**src/rtl/serv_sleep_ctrl.sv**
```systemverilog
// serv_sleep_ctrl: WFI power-state controller that drains the buses, gates the core and then settles it on wakeup.
// Define SERV_SLEEP_STATS_EN to build the o_sleep_cycles counter; otherwise that port is tied to zero.
module serv_sleep_ctrl #(
   parameter int unsigned WAKE_DELAY = 4
) (
   input  logic        i_clk,
   input  logic        i_rst_n,
   input  logic        i_sleep_req,
   input  logic        i_wakeup_req,
   input  logic        i_ibus_busy,
   input  logic        i_dbus_busy,
   output logic        o_core_en,
   output logic        o_sleeping,
   output logic        o_wake_ack,
   output logic [31:0] o_sleep_cycles
);
   typedef enum logic [1:0] {RUN, DRAIN, SLEEP, WAKE} state_t;
   localparam logic [7:0] DELAY = 8'(WAKE_DELAY);
   state_t     state_q, state_d;
   logic [7:0] cnt_q, cnt_d;
   logic       wake_ack_q, wake_ack_d;
   always_comb begin
      state_d    = state_q;
      cnt_d      = cnt_q;
      wake_ack_d = 1'b0;
      case (state_q)
         // a WFI with a wakeup already pending retires as a NOP; suppressing back-to-back acks
         RUN:   if (i_sleep_req && i_wakeup_req) wake_ack_d = ~wake_ack_q;
                else if (i_sleep_req) state_d = DRAIN;
         DRAIN: if (!(i_ibus_busy || i_dbus_busy)) begin
                   state_d = i_wakeup_req ? WAKE : SLEEP;
                   cnt_d   = i_wakeup_req ? DELAY : cnt_q;
                end
         SLEEP: if (i_wakeup_req) begin
                   state_d = WAKE;
                   cnt_d   = DELAY;
                end
         WAKE:  if (cnt_q == 8'd0) begin
                   state_d    = RUN;
                   wake_ack_d = 1'b1;
                end else cnt_d = cnt_q - 8'd1;
         default: state_d = RUN;
      endcase
   end
   always_ff @(posedge i_clk) begin
      if (!i_rst_n) begin
         state_q    <= RUN;
         cnt_q      <= 8'd0;
         wake_ack_q <= 1'b0;
      end else begin
         state_q    <= state_d;
         cnt_q      <= cnt_d;
         wake_ack_q <= wake_ack_d;
      end
   end
   assign o_core_en  = (state_q == RUN);
   assign o_sleeping = (state_q == SLEEP);
   assign o_wake_ack = wake_ack_q;
`ifdef SERV_SLEEP_STATS_EN
   logic [31:0] sleep_cycles_q;
   always_ff @(posedge i_clk) begin
      if (!i_rst_n) sleep_cycles_q <= 32'd0;
      else if (state_q == SLEEP) sleep_cycles_q <= sleep_cycles_q + 32'd1;
   end
   assign o_sleep_cycles = sleep_cycles_q;
`else
   assign o_sleep_cycles = 32'h0;
`endif
endmodule

```
**config.mk**
```make
export PLATFORM = sky130hd
export DESIGN_NAME = serv_sleep_ctrl
export DESIGN_NICKNAME = d
export VERILOG_FILES = /design/src/rtl/serv_sleep_ctrl.sv
export SDC_FILE = /design/constraint.sdc
export NUM_CORES = 1
export LEC_CHECK = 0
export ABC_AREA = 1
export CORE_UTILIZATION = 43
export CTS_CLUSTER_SIZE = 14
export DETAILED_ROUTE_END_ITERATION = 6
export GPL_ROUTABILITY_DRIVEN = 0
export GPL_TIMING_DRIVEN = 0
export PLACE_DENSITY = 0.91
export SLEW_MARGIN = 30
export SYNTH_ARGS = -nofsm -noshare
export SYNTH_HDL_FRONTEND = slang
export SYNTH_SLANG_ARGS = --single-unit
export TNS_END_PERCENT = 10
```
**constraint.sdc**
```tcl
create_clock -name i_clk -period 1.7 [get_ports i_clk]
set_input_delay 0.51 -clock i_clk [delete_from_list [all_inputs] [get_ports i_clk]]
set_output_delay 0.51 -clock i_clk [all_outputs]
set_load 0.005 [all_outputs]
```
==> flow_summary.json, run 1 <==
{
  "number_of_slew_limit_violations_in_the_final_report": 0,
  "syn-cell-area_um2": 1001,
  "drc": 0,
  "drt_pre_antenna_iters": 4,
  "achievable-frequency_mhz": 604.7,
  "cell_with_the_largest_stage_delay_on_the_worst_path": "dfxtp_4",
  "path_max_fanout": 4,
  "run_status": "completed",
  "worst_ir_drop_vdd_v": 0.0006268,
  "post-route-util_pct": 59.16,
  "ys_seq_area_share_pct": 22.00,
  "yosys.area_share.adder_pct": 8.750,
  "min_delay_worst_endpoint": "cnt_q[0]",
  "critical_path_sink_type": "output port",
  "max_capacitance_violation_count": 0,
  "fp-row-count": 17,
  "fin_area_um2": 1309,
  "holdWs_ps": 445.3,
  "synthMostInstantiatedCell": "buf_4",
  "synth-compound-area-share_pct": 9.500,
  "area_leader_netlist": "buf_4",
  "cts_inserted_buffers": 3,
  "hold_path.class": "register to register",
  "power-per-cell-area_nw_per_um2": 1038,
  "r2r_setup_slack_ps": 110,
  "postSynthAreaPerCell_um2": 6.673,
  "crit-reg2reg-launch": "state_q[1]",
  "yosys_warnings": 0,
  "cts_max_level": 1,
  "post-dp-hpwl_um": 1464,
  "die_y_um": 50.25,
  "worst_ep_required_time_ps": 1190,
  "netlist_top_cells_count": "buf_4, nand2_1, nor2_1",
  "critical_path.cell_chain": "inv_4 -> ha_2 -> dlygate4sd2_1",
  "boundaryPins": 41,
  "cell_count_after_synthesis": 150,
  "power_leakage_nw": 0.7081,
  "timing.final.hold_violations": 0,
  "nFillCells": 209,
  "antenna_cells_inserted": 0,
  "route.detailed.wl_per_inst_um": 8.460,
  "critPathLaunchType": "register",
  "ys_ff_latch": 11,
  "clk_latency_ps": 280,
  "port_buffers": 8,
  "synth_top_cell_area_share_pct": 24.00,
  "worstReg2RegEnd": "cnt_q[3]",
  "placeableCoreArea_um2": 2212,
  "via_count": 935,
  "first_global_vias": 754,
  "pin_count_of_the_biggest_net_entering_global_routing": 9,
  "skew_ps": 1.912,
  "cts_sinks": 11,
  "dieWidth_um": 50.25,
  "worst_hold_startpoint": "cnt_q[0]",
  "r2r.worst_path.cells": 10,
  "floorplan.die_area_um2": 2525,
  "synth_cell_types": 22,
  "yosys-mux-area-fraction_pct": 0,
  "antenna_found_initial": 0,
  "wirelength_um": 1895,
  "synth_xor_xnor_area_share_pct": 1.750,
  "whs_path_depth": 1,
  "cpPeakStageDelay_ps": 380,
  "path_clk_slew_ps": 70,
  "synth_top_family_by_area": "buffers and inverters",
  "synth-edff-count": 0,
  "final-seq-area_um2": 225.2,
  "globalRouteTotalUtil_pct": 16.19,
  "fin_tns_setup_ps": 0,
  "ys.flop_type": "dfxtp_1",
  "postCtsHoldBufs": 0,
  "grt_pass1_wl_um": 3036,
  "route.detailed.vias_per_inst": 4.174,
  "multi_input_logic_area_um2": 616.8,
  "cts-root-buf": "clkbuf_4",
  "worst_ep_arrival_time_ps": 1140,
  "area_delta_synth_final_pct": 30.75,
  "tritoncts": "yes",
  "post_synth_main_area_contributors": "buf_4, dfxtp_1, nand2_1",
  "initial_utilization_pct": 45.25,
  "placed_cell_area_um2": 1232,
  "clock_tree.buffer_depth": 2,
  "post-route-period-util_pct": 97.28,
  "timing_worst_setup_path_type": "register to output port",
  "grt-ovfl-total": 0,
  "post_route_cells_drive_above_1_share_pct": 27.04,
  "yosys.area_share.simple_pct": 27.63,
  "async_reset_ff_share_pct": 0,
  "antenna_left": 0,
  "period_needed_ps": 1654,
  "detailedRoute.firstIterationViolations": 14,
  "finalSetupViolCount": 0,
  "fin_total_pwr_w": 0.001359,
  "finalNetCount": 210
}
-- routing by layer --
metal	GRT usage [%]	up-vias	wire, µm
met5	0	-	0
met4	10.95	0	20
met3	3.636	2	123
met2	26.67	40	1001
met1	18.42	391	750
li1	-	502	-
-- worst max-delay path: cells and delay by family, from the launching register on --
kind | cells | cell delay [ps]
buffers and inverters | 2 | 310
adders and majority gates | 1 | 180
DFF | 1 | 380
-- cell families after synthesis --
family | after synthesis
AND/OR/NAND/NOR | 64
buffers and inverters | 48
AO/OA/AOI/OAI | 17
flip-flops | 11
adder cells (fa/ha/maj) | 7
XOR/XNOR | 2
other | 1
-- registers in the layout, summed over array words and instances (netlist names) --
signal and count:
cnt_q 8, state_q 2, o_wake_ack 1
-- per-stage QoR --
stage / setup WS (ps) / instances
floorplan: 358.5 / 181
global placement: -135.4 / 217
detailed placement: -172.1 / 217
CTS: 15.87 / 222
global route: -19.23 / 224
finish: 46.27 / 224
-- layout make-up --
type | count | area share (%)
Sequential cell | 11 | 17.21
Buffer | 32 | 18.36
Multi-Input combinational cell | 122 | 47.13
Tap cell | 28 | 2.677
Inverter | 16 | 4.971
Clock buffer | 4 | 2.008
Timing Repair Buffer | 11 | 7.648
-- report_power, final --
group | switching (W) | internal, W
clock | 0.0000957 | 0.0000912
combinational | 0.000446 | 0.000361
sequential | 0.0000532 | 0.000312
total | 0.000595 | 0.000763
-- worst max path at each step --
stage	start	to	slack, ps
after global placement	i_dbus_busy	cnt_q[3]	-140
final	state_q[0]	o_sleeping	50
after CTS	state_q[0]	o_core_en	20
after detailed placement	i_dbus_busy	cnt_q[3]	-170
after floorplan	state_q[0]	state_q[1]	360
after global routing	state_q[1]	cnt_q[2]	-20
-- cells in the final DEF (no fill, tap or decap), types with 2 or more instances in the layout --
cell type        instances
a21oi_1                  9
buf_4                   35
clkbuf_4                 3
clkdlybuf4s50_1          6
conb_1                  32
dfxtp_1                  9
dlygate4sd2_1            2
ha_1                     5
inv_1                   13
inv_4                    2
nand2_1                 29
nand2_2                  2
nand3_1                  8
nand4_1                  2
nor2_1                  18
nor2_2                   2
o21ai_0                  4
-- timing repair --
item / 4_1_cts / 5_1_grt
buffers inserted: 1 / 2
resized for setup: 8 / 5
setup endpoints to repair: 2 / 8
(Power assumes the default switching activity.)
==> inputs of run 2 (changes only) <==
- ABC_AREA: 1 -> unset
- ABC_CLOCK_PERIOD_IN_PS: unset -> 1700
- CORE_UTILIZATION: 43 -> 42
- PLACE_DENSITY: 0.91 -> 0.9
==> run 2 against run 1 <==
Clock power about the same; maximum frequency down 12%; die area down 1.8%; via count down 8.4%; sequential cell count unchanged; critical endpoint is now cnt_q[6]; worst setup slack worse by 230 ps; highest routed layer unchanged; sequential power up 21%; the flow now finishes with violations (negative setup slack).
==> flow_summary.json, run 2 <==
{
  "run_status": "finished with violations",
  "failed_checks": "negative setup slack",
  "worst_ep_arrival_time_ps": 2100,
  "cell_with_the_largest_stage_delay_on_the_worst_path": "or4_4",
  "worst_path_dominant_cell_family": "simple AND/OR/NAND/NOR gates",
  "largest_register_ff_count": 8,
  "power-per-cell-area_nw_per_um2": 1173,
  "worst-path-buf-inv": 1,
  "postSynthAreaPerCell_um2": 8.418,
  "layout_common_cells": "buf_4, conb_1, dfxtp_1",
  "placeableCoreArea_um2": 2062,
  "fin_tns_setup_ps": -472.6,
  "whs_path_depth": 1,
  "timing_worst_setup_path_type": "register to register",
  "hold_path.class": "register to register",
  "startpoint": "state_q[1]",
  "worst_hold_startpoint": "cnt_q[0]",
  "cts_inserted_buffers": 3,
  "boundaryPins": 41,
  "ys_ff_latch": 11,
  "area_leader_netlist": "buf_4",
  "finalSetupViolCount": 5,
  "clock_tree.buffer_depth": 2,
  "ys.flop_type": "dfxtp_1",
  "number_of_slew_limit_violations_in_the_final_report": 0,
  "post_synth_main_area_contributors": "buf_4, dfxtp_1, ha_1",
  "syn-cell-area_um2": 959.7,
  "postLayoutSetupSlackWorst_ps": -188.5,
  "synth-edff-count": 0,
  "max_flop_register": "cnt_q",
  "initial_utilization_pct": 46.54,
  "area_delta_synth_final_pct": 35.85,
  "tritoncts": "yes",
  "antenna_found_initial": 0,
  "port_buffers": 8,
  "critical_path_depth": 6,
  "via_count": 856,
  "post-dp-hpwl_um": 1458,
  "worst_ep_required_time_ps": 1910,
  "worst_ir_drop_vdd_v": 0.0006820,
  "crit-reg2reg-launch": "state_q[1]",
  "worstReg2RegEnd": "cnt_q[6]",
  "antenna_cells_inserted": 0,
  "r2r_setup_slack_ps": -190,
  "cell_count_after_synthesis": 114,
  "critical_path_sink_type": "register",
  "floorplan.die_area_um2": 2480,
  "path_max_fanout": 5,
  "skew_ps": 2.441,
  "power_leakage_nw": 0.6368,
  "synth_cell_types": 34,
  "route.detailed.vias_per_inst": 4.602,
  "clk_latency_ps": 270,
  "synth_top_cell_area_share_pct": 25.03,
  "die_y_um": 49.80,
  "ys_seq_area_share_pct": 22.95,
  "min_delay_worst_endpoint": "cnt_q[0]",
  "route.detailed.wl_per_inst_um": 10.80,
  "critPathLaunchType": "register",
  "placement.setup.worst_slack_ps": -556.9,
  "grt-ovfl-total": 0,
  "path_clk_slew_ps": 70,
  "fp-row-count": 16,
  "first_global_vias": 728,
  "timing.final.hold_violations": 0,
  "max_capacitance_violation_count": 0,
  "fin_area_um2": 1304,
  "achievable-frequency_mhz": 529.5,
  "yosys_warnings": 0,
  "cpPeakStageDelay_ps": 520,
  "pin_count_of_the_biggest_net_entering_global_routing": 11,
  "period_needed_ps": 1888,
  "cts_sinks": 11,
  "r2r.worst_path.cells": 6,
  "placed_cell_area_um2": 1201,
  "dieWidth_um": 49.80,
  "cts_max_level": 1,
  "post_route_cells_drive_above_1_share_pct": 37.11,
  "drc": 0,
  "wirelength_um": 2009,
  "detailedRoute.firstIterationViolations": 11,
  "layout_commonest_cell": "buf_4",
  "post-route-period-util_pct": 111.1,
  "synthMostInstantiatedCell": "buf_4",
  "critical_path.cell_chain": "inv_2 -> ha_4 -> o21a_4 -> or3_4 -> or4_4 -> a21boi_2",
  "finalNetCount": 173,
  "cts-root-buf": "clkbuf_4",
  "drt_pre_antenna_iters": 5,
  "grt_pass1_wl_um": 3208,
  "setup_repair_after_global_routing_missed_its_margin": "yes",
  "antenna_left": 0,
  "netlist_top_cells_count": "buf_4, dfxtp_1, inv_1",
  "async_reset_ff_share_pct": 0,
  "postCtsHoldBufs": 0,
  "globalRouteTotalUtil_pct": 17.27
}
-- run 2: timing repair --
action | CTS | global route
pin swaps | 5 | 1
setup buffers | 2 | 0
resized for setup | 14 | 10
setup endpoints to repair | 13 | 12
-- run 2: logic make-up (layout without fill, tap and decap cells) --
group,count (synthesis),after routing,synth area share [%]
compound gates,22,22,16.30
fa+ha+maj,7,7,9.126
buf+inv,40,54,28.16
flops,11,11,22.95
mux,4,4,4.172
other cells,1,32,0.3908
simple gates,29,29,18.91
-- run 2: layer usage --
layer,global-route usage [%],part of all wire (%),wire length (µm)
met5,0,0,0
met4,10.00,3.6,73
met3,3.704,6.1,122
met2,31.08,50,1009
met1,18.22,40,803
-- run 2: cell type report --
cell class	count	area, µm²
fill	197	758.2
multi-input combinational	94	651.9
buffer	32	240.2
sequential	11	229.0
timing repair buffer	10	92.59
tap	27	33.78
inverter	8	30.03
clock buffer	4	26.28
-- run 2: report_power, final --
group	switching [W]	internal [W]	leakage (nW)
clock	0.0000947	0.0000910	0.0150
sequential	0.0000940	0.000348	0.0915
combinational	0.000442	0.000459	0.530
-- run 2: worst max path at each step --
stage,end,slack (ps)
floorplan,cnt_q[6],-40
detailed placement,cnt_q[6],-560
CTS,cnt_q[6],-180
global placement,cnt_q[6],-520
finish,cnt_q[6],-190
global route,cnt_q[6],-240
-- run 2: through the flow --
| stage | utilization, % | instances | hold slack (ps) | power (W) |
|---|---|---|---|---|
| global route | 63.23 | 186 | 502.8 | 0.001645 |
| CTS | 61.17 | 186 | 493.8 | 0.001454 |
| finish | 63.23 | 186 | 488.2 | 0.001529 |
| detailed placement | 58.25 | 180 | 481.0 | 0.001198 |
| floorplan | - | 145 | 455.4 | 0.001016 |
| global placement | 58.25 | 180 | 470.5 | 0.001162 |
